--- config.mk ---
export PLATFORM = sky130hd
export DESIGN_NAME = mips_dmem_io
export DESIGN_NICKNAME = d
export VERILOG_FILES = /design/src/rtl/mips_dmem_io.sv
export SDC_FILE = /design/constraint.sdc
export NUM_CORES = 2
export LEC_CHECK = 0
export ABC_AREA = 1
export CAP_MARGIN = 20
export CORE_MARGIN = 4
export CORE_UTILIZATION = 45
export CTS_CLUSTER_DIAMETER = 80
export DETAILED_ROUTE_END_ITERATION = 6
export DONT_BUFFER_PORTS = 1
export GPL_TIMING_DRIVEN = 0
export PLACE_DENSITY = 0.65
export SLEW_MARGIN = 20
export SYNTH_ARGS = -nofsm -noshare
export SYNTH_HDL_FRONTEND = slang
export SYNTH_SLANG_ARGS = --single-unit
export TNS_END_PERCENT = 50
--- constraint.sdc ---
create_clock -name clk -period 9.4 [get_ports clk]
set_input_delay 1.88 -clock clk [delete_from_list [all_inputs] [get_ports clk]]
set_output_delay 1.88 -clock clk [all_outputs]
set_load 0.01 [all_outputs]
--- src/rtl/mips_dmem_io.sv ---
// -----------------------------------------------------------------------------
// mips_dmem_io
//
// Data-memory / I/O block for a single-cycle MIPS core. Behind the core's
// load/store port it combines:
//   * a 64-word RAM (0x000-0x0FC, word indexed by dataadr[7:2])
//   * TXDATA (0x100): stores push writedata[7:0] into a transmit FIFO
//   * STATUS (0x104): {overflow, count, empty, full}; a store with
//     writedata[8]=1 clears the sticky overflow flag
//   * TIMER  (0x108): optional free-running 32-bit counter
// Only dataadr[11:2] is decoded, so the map aliases every 4 KiB and byte
// offsets within a word are ignored. Loads are combinational from dataadr.
//
// Optional feature: define MIPS_DMEM_TIMER_EN to build the timer. Without
// it, 0x108 reads as zero and stores to it are ignored.
//
// Ports
//   clk        single clock, all state changes on the rising edge
//   reset      synchronous, active-high; clears FIFO, STATUS, timer (not RAM)
//   memwrite   core store strobe
//   dataadr    core byte address
//   writedata  core store data
//   readdata   load data, combinational from dataadr
//   tx_valid   FIFO not empty
//   tx_data    FIFO head byte (don't care while tx_valid is low)
//   tx_ready   sink accepts the head byte when tx_valid & tx_ready
//
// Parameter
//   FIFO_DEPTH TX FIFO entries, power of two in 2..32
// -----------------------------------------------------------------------------
module mips_dmem_io #(
  parameter int FIFO_DEPTH = 4
) (
  input  logic        clk,
  input  logic        reset,
  input  logic        memwrite,
  input  logic [31:0] dataadr,
  input  logic [31:0] writedata,
  output logic [31:0] readdata,
  output logic        tx_valid,
  output logic [7:0]  tx_data,
  input  logic        tx_ready
);

  localparam int         PTR_W      = (FIFO_DEPTH > 1) ? $clog2(FIFO_DEPTH) : 1;
  localparam logic [5:0] DEPTH_CNT  = 6'(FIFO_DEPTH);
  localparam logic [PTR_W-1:0] PTR_ONE = PTR_W'(1);

  // Word offsets (dataadr[11:2]) of the I/O registers.
  localparam logic [9:0] WORD_TXDATA = 10'h040;
  localparam logic [9:0] WORD_STATUS = 10'h041;
  localparam logic [9:0] WORD_TIMER  = 10'h042;

  // ---------------------------------------------------------------------------
  // Address decode
  // ---------------------------------------------------------------------------
  logic [9:0] word_adr;
  logic       sel_ram;
  logic       sel_txdata;
  logic       sel_status;
  logic       sel_timer;

  assign word_adr   = dataadr[11:2];
  assign sel_ram    = (word_adr[9:6] == 4'h0);
  assign sel_txdata = (word_adr == WORD_TXDATA);
  assign sel_status = (word_adr == WORD_STATUS);
  assign sel_timer  = (word_adr == WORD_TIMER);

  // Upper address bits and byte offset are deliberately not decoded.
  logic unused_adr_bits;
  assign unused_adr_bits = &{1'b0, dataadr[31:12], dataadr[1:0]};

  // ---------------------------------------------------------------------------
  // RAM: no reset, and stores land even while reset is asserted. Read is
  // asynchronous because the single-cycle core needs load data in the same
  // cycle it presents the address.
  // ---------------------------------------------------------------------------
  logic [31:0] ram_mem [0:63];

  always_ff @(posedge clk) begin
    if (memwrite && sel_ram) begin
      ram_mem[word_adr[5:0]] <= writedata;
    end
  end

  // ---------------------------------------------------------------------------
  // TX FIFO
  // ---------------------------------------------------------------------------
  logic [7:0]       fifo_mem [FIFO_DEPTH];
  logic [PTR_W-1:0] wr_ptr_reg, wr_ptr_next;
  logic [PTR_W-1:0] rd_ptr_reg, rd_ptr_next;
  logic [5:0]       count_reg, count_next;
  logic             overflow_reg, overflow_next;

  logic fifo_full;
  logic fifo_empty;
  logic push_req;
  logic push;
  logic pop;
  logic overflow_set;
  logic overflow_clr;

  assign fifo_full  = (count_reg == DEPTH_CNT);
  assign fifo_empty = (count_reg == 6'd0);

  // tx_ready is meaningless while empty, so a pop needs a byte present.
  assign pop      = !fifo_empty && tx_ready;
  assign push_req = memwrite && sel_txdata && !reset;
  // A full FIFO still accepts a push when the head leaves on the same edge.
  assign push     = push_req && (!fifo_full || pop);

  assign overflow_set = push_req && fifo_full && !pop;
  assign overflow_clr = memwrite && sel_status && writedata[8];

  // Per-entry write enables, so each slot only captures on its own pointer.
  logic [FIFO_DEPTH-1:0] entry_we;

  generate
    for (genvar gi = 0; gi < FIFO_DEPTH; gi++) begin : g_entry_we
      assign entry_we[gi] = push && (wr_ptr_reg == PTR_W'(gi));
    end
  endgenerate

  always_ff @(posedge clk) begin
    for (int i = 0; i < FIFO_DEPTH; i++) begin
      if (entry_we[i]) begin
        fifo_mem[i] <= writedata[7:0];
      end
    end
  end

  always_comb begin
    wr_ptr_next   = wr_ptr_reg;
    rd_ptr_next   = rd_ptr_reg;
    count_next    = count_reg;
    overflow_next = overflow_reg;

    // Pointers are PTR_W bits wide, so the increment wraps modulo FIFO_DEPTH.
    if (push) begin
      wr_ptr_next = wr_ptr_reg + PTR_ONE;
    end
    if (pop) begin
      rd_ptr_next = rd_ptr_reg + PTR_ONE;
    end

    case ({push, pop})
      2'b10:   count_next = count_reg + 6'd1;
      2'b01:   count_next = count_reg - 6'd1;
      default: count_next = count_reg;
    endcase

    // A fresh overflow on the same edge as a clear wins, so the event
    // is never silently lost.
    if (overflow_set) begin
      overflow_next = 1'b1;
    end else if (overflow_clr) begin
      overflow_next = 1'b0;
    end
  end

  always_ff @(posedge clk) begin
    if (reset) begin
      wr_ptr_reg   <= '0;
      rd_ptr_reg   <= '0;
      count_reg    <= '0;
      overflow_reg <= 1'b0;
    end else begin
      wr_ptr_reg   <= wr_ptr_next;
      rd_ptr_reg   <= rd_ptr_next;
      count_reg    <= count_next;
      overflow_reg <= overflow_next;
    end
  end

  // Head comes straight from storage; it only moves on a pop, so it holds
  // steady while the sink stalls.
  assign tx_valid = !fifo_empty;
  assign tx_data  = fifo_mem[rd_ptr_reg];

  // ---------------------------------------------------------------------------
  // Timer
  // ---------------------------------------------------------------------------
  logic [31:0] timer_val;

`ifdef MIPS_DMEM_TIMER_EN
  logic [31:0] timer_reg, timer_next;

  // A store replaces the increment for that edge; counting resumes after.
  always_comb begin
    timer_next = timer_reg + 32'd1;
    if (memwrite && sel_timer) begin
      timer_next = writedata;
    end
  end

  always_ff @(posedge clk) begin
    if (reset) begin
      timer_reg <= '0;
    end else begin
      timer_reg <= timer_next;
    end
  end

  assign timer_val = timer_reg;
`else
  assign timer_val = 32'd0;
`endif

  // ---------------------------------------------------------------------------
  // Load data
  // ---------------------------------------------------------------------------
  logic [31:0] status_word;

  assign status_word = {23'd0, overflow_reg, count_reg, fifo_empty, fifo_full};

  always_comb begin
    readdata = 32'd0;
    if (sel_ram) begin
      readdata = ram_mem[word_adr[5:0]];
    end else if (sel_status) begin
      readdata = status_word;
    end else if (sel_timer) begin
      readdata = timer_val;
    end
    // TXDATA and unmapped offsets read as zero.
  end

endmodule

# --- Yosys cells after proc, flatten, opt, wreduce, memory -nomap -nowiden ---
# Memories as Yosys holds them, arrays and structs flattened. A register that Yosys moved wholly into a read port is not among the register bits.
# Index checks and enable logic that the tools add are counted.
word_totals:
  regBits: 11
  ram_bits: 2080
  output_inout_bits: 41
  wordCells: 70
  memories: 2
classes:
  n_addsub: 4
  eq_ne: 8
  mux: 26
  n_reduce_logical: 26
memory_table:
  columns: ["name", "words", "width", "read_ports", "rd_clocked_by_memory_dff", "wr", "line_no", "text"]
  rows:
  - ["ram_mem", 64, 32, 1, 0, 1, "78", "logic [31:0] ram_mem [0:63];"]
  - ["fifo_mem", 4, 8, 1, 1, 1, "89", "logic [7:0] fifo_mem [FIFO_DEPTH];"]
op_table:
  columns: ["op", "n"]
  rows:
  - ["$mux W32", 1]
  - ["$mux W8", 3]
  - ["$reduce_or A8 Y1", 3]
  - ["$eq A10 B7 Y1 const B", 2]
  - ["$mux W1", 15]
  - ["$logic_and A1 B1 Y1", 13]
  - ["$pmux W6 S2", 1]
  - ["$mux W2", 5]
  - ["$mux W9", 1]
  - ["$add A6 B1 Y6 const B", 1]
  - ["$eq A2 B2 Y1 const B", 3]
  - ["$eq A6 B3 Y1 const B", 1]
  - ["$logic_not A6 Y1", 1]
  - ["$sub A6 B1 Y6 const B", 1]
  - ["$add A2 B1 Y2 const B", 2]
  - ["$eq A2 B1 Y1 const B", 2]
  - ["$logic_not A1 Y1", 4]
  - ["$logic_not A4 Y1", 1]
  - ["$reduce_bool A2 Y1", 2]
  - ["$logic_not A2 Y1", 1]
  - ["$logic_or A1 B1 Y1", 1]

# --- Longest topological paths before layout ---
logic_depth:
  word_depth: 12
  mapped_depth: 21

# --- Worst setup path before layout ---
# OpenSTA, ideal clock, no wires.
synth_path:
  kind: "input to output"
  startpoint: "input dataadr[3]"
  endpoint: "output readdata[8]"
  arrival_time_ns: 3.275
  required_ns: 7.520
  slack_ns: 4.245
  cell_stages: 14
  path_buffers: 3
  path_cell_list: "buf_4 nor2_2 buf_2 clkbuf_1 nand2_1 nand3_1 nand2_1 nand2_1 inv_1 nand2_1 nand2_1 nand2_1 nor2_1 nor2_1"
synth_via:
  elab_chain_len: 3
  word_cells_on_any_way: 4
  classes_between: "eq/ne: 1; mux: 2; memory: 1"
synth_lines:
  columns: ["element", "line_no", "text"]
  rows:
  - ["start: declaration", "37", "input logic [31:0] dataadr,"]
  - ["branches (longest 2 deep; another with $mem_v2 Z64 W32)", null, null]
  - ["$mux W32 *", "218", "if (sel_ram) begin"]
  - ["end: declaration", "39", "output logic [31:0] readdata,"]
# Every way passes the cells marked *.

# --- Final worst setup path ---
layout_path:
  startpoint: "input dataadr[4]"
  endpoint: "output readdata[11]"
layout_via:
  elab_chain_len: 2
layout_lines:
  columns: ["element", "line_no"]
  rows:
  - ["$mem_v2 Z64 W32", null]
  - ["$mux W32", "218"]
# No other way between the ends.

==> key figures <==
Logic synthesis
  – Dominant synthesized flop cell: edfxtp_1
  – Synth area leaders: edfxtp_1 73%, nand2_1 12%, nand3_1 4.6%
  – Ys async rst share: 0
  – Mapped Cells: 7,713
  – Synth area leader: edfxtp_1
  – Synth Register Bits: 2,093
  – Mapped Area: 0.08611 mm²
  – Synth unique cells: 31
  – Share of the synthesized area in the top cell type: 0.7254
  – Synth warn: 0
  – Syn avg cell area: 11.16 µm²
  – Seq/Total Area, Yosys: 0.7284
  – Post-synth EDFFs: 2,080
  – Synthesized net count: 7,790

STA
  – PnR worst setup slack: 1804 ps
  – Final Skew: 58.15 ps
  – Slew at the pin closest to its max-slew limit: 1236 ps
  – Hold_ws: 471.0 ps
  – Achievable frequency: 0.1316 GHz
  – Fin crit period: 7596 ps
  – Total negative slack: 0 ps
  – RSZ-0062 raised after global routing: no
  – Tcrit/Tclk final: 0.8081
  – Final setup viols: 0
  – Final hold vios: 0
  – Slew HR: 0.1760
  – Slew Viols, Final: 0

Die
  – DIE WIDTH: 445.4 µm
  – Die height: 445.4 µm
  – Starting Density: 0.4528
  – # rows: 160
  – Num ports: 109
  – Die area: 0.1984 mm²
  – Core ar.: 0.1902 mm²

Setup path
  – WP buf/inv: 3
  – CP Data Required Time: 7520 ps
  – Startpoint types: primary input
  – CP dominant cell by count: nand2_1
  – Top delay family on crit path: buffers and inverters
  – Critical path class: primary input to primary output
  – Worst r2r src: count_reg[0]
  – CP Cell Sequence: buf_2 -> clkbuf_1 -> clkbuf_1 -> nand3_1 -> nand3_1 -> nand2_1 -> nand2_1 -> nand2_1 -> nor2_1 -> nor2_1
  – FF-to-FF End: count_reg[5]
  – Cell count of the worst reg-to-reg path: 17
  – Crit. End Element: primary output
  – CP Max Fanout: 10
  – Crit path DAT: 5720 ps
  – Slowest cell on crit path: clkbuf_1
  – Max incr delay on CP: 880 ps
  – Reg2Reg Setup Slack: 6700 ps

Power
  – Internal Power: 0.01521 W
  – Power after layout: 0.01975 W
  – Sw Share: 0.2298
  – Power share of the combinational group: 0.055
  – Net Sw Power: 0.004538 W
  – Seq pwr share: 0.520
  – Lkg Pwr: 37.43 nW
  – Maximum VDD drop: 0.0002062 V
  – Clock power share: 0.426
  – PwrDens: 200.5 mW/mm²

Finish
  – Layout cells sized above 1: 0.07594
  – # fillers: 16,080
  – Core Util, Final: 0.5180
  – Area of the multi-input gates: 0.01928 mm²
  – Max reg flops: 2,048
  – Area grow syn2layout: 14.41%
  – Layout Nets: 8,082
  – Sequential cell area: 0.06272 mm²

Hold path
  – Hold Path Origin: rd_ptr_reg[1]
  – HP Class: flip-flop to flip-flop
  – Hold Path Depth: 2

Global routing
  – Vias in the first global route: 55,710
  – Pin count of the biggest net entering global routing: 69
  – GR Overflow Total: 0
  – Total GRT Usage: 0.2836
  – First-pass GRT wire length: 401.8 mm
  – Initial antenna violation count: 11

Clock network
  – Post-CTS resize count: 0
  – Htree depth: 4
  – CTS buffer count: 211
  – Number of hold buffers added after cts: 0
  – Clock Latency Late Sink: 890 ps
  – TritonCTS clock tree: done
  – Postcts setup bufs: 0
  – Sink Count: 2,093
  – Clock root cell: clkbuf_16
  – Clock transition at the registers of the reported paths: 60 ps
  – Max Root-Sink Buffers: 3

Detailed routing
  – Wire per inst: 26.68 µm
  – ANT nets after route: 0
  – Residual DRC: 0
  – Detailed Routing Iterations Pass 1: 6
  – Routed WL: 285.3 mm
  – Vias: 59,620
  – Initial DRC Count: 9,338
  – Vias per cell: 5.577

Placement
  – DP HPWL: 187.0 mm
  – Post-Place Worst Slack: 1912 ps
  – I/O Buffers: 0
  – Routability cong.: 0.9758

Run
  – Max_cap viols: 0

Status
  – Status: complete, no violations
-- per-layer routing --
metal / share of wire / routed length [µm] / global-route usage
met1: 0.38 / 108000 / 0.3939
met2: 0.43 / 123700 / 0.4194
met3: 0.13 / 37690 / 0.06999
met4: 0.055 / 15730 / 0.1381
met5: 0.00017 / 49 / 0
-- cell families after synthesis --
group	count (synthesis)	share of synthesized area
DFF	2093	0.7284
xor gates and xnor gates	3	0.0003052
AOI/OAI and AO/OA	416	0.02514
buffers and inverters	1151	0.05349
adders and majority gates	9	0.001395
and+or+nand+nor	4041	0.1913
-- worst min-delay path: cells and delay by family (launching register included) --
family / cells / cell delay [ps]
AO/OA/AOI/OAI: 1 / 70
buffers and inverters: 1 / 50
flip-flops: 1 / 300
-- placed cells by master (no fill, tap or decap), types with 64 or more instances in the layout --
master        n
nand3_1     794
o21ai_0     212
clkbuf_1    210
inv_1       760
nor2_4       64
clkbuf_16   211
edfxtp_1   2080
nor2_1      457
a21oi_1     167
nand2_1    2639
buf_2       142
-- synthesized netlist by cell type (2+ instances only) --
master and instances:
inv_1 760, o211ai_1 28, nand2_1 2639, nor4_4 2, xor2_1 3, o21ai_0 212, nand4_1 26, edfxtp_1 2080
nor2_1 521, nor2_2 5, buf_4 15, o22ai_1 8, buf_2 142, clkbuf_1 168, buf_1 56, clkinv_1 2
a21oi_1 167, nand3b_1 43, ha_1 8, nand2_2 4, nand3_1 798, buf_6 5, dfxtp_1 13
-- per-stage QoR --
step           instance area, µm²  std cells
2_1_floorplan               86110       7713
3_3_place_gp                89250      10220
3_5_place_dp                91580      10300
4_1_cts                     98470      10690
5_1_grt                     98520      10690
6_report                    98520      10690
-- power groups by stage --
stage	Clock, W	Combinational [W]	Sequential [W]
6_report	0.00841	0.00108	0.0103
5_1_grt	0.00886	0.00114	0.0103
4_1_cts	0.00845	0.00104	0.0103
3_5_place_dp	0	0.00104	0.0105
3_3_place_gp	0	0.00102	0.0105
2_1_floorplan	0	0.000571	0.0105
-- how the worst max path moves through the flow --
stage                     cells past startpoint              end  slack (ps)        from
after floorplan                              14      readdata[8]        4250  dataadr[3]
after global placement                        5  ram_mem[13][11]        1110  dataadr[4]
after detailed placement                     10     readdata[11]        1910  dataadr[4]
after CTS                                    10     readdata[11]        1910  dataadr[4]
after global routing                         10      readdata[2]        1910  dataadr[4]
final                                        10     readdata[11]        1800  dataadr[4]
-- final cells by class --
type,instances,area share
Buffer,387,0.01764
Timing Repair Buffer,79,0.01895
Clock buffer,254,0.05523
Inverter,764,0.02913
Sequential cell,2093,0.6366
Antenna cell,2,0.00005080
Clock inverter,131,0.01472
Multi-Input combinational cell,4469,0.1957
Tap cell,2511,0.03189
Power figures use the tool's default switching activity.
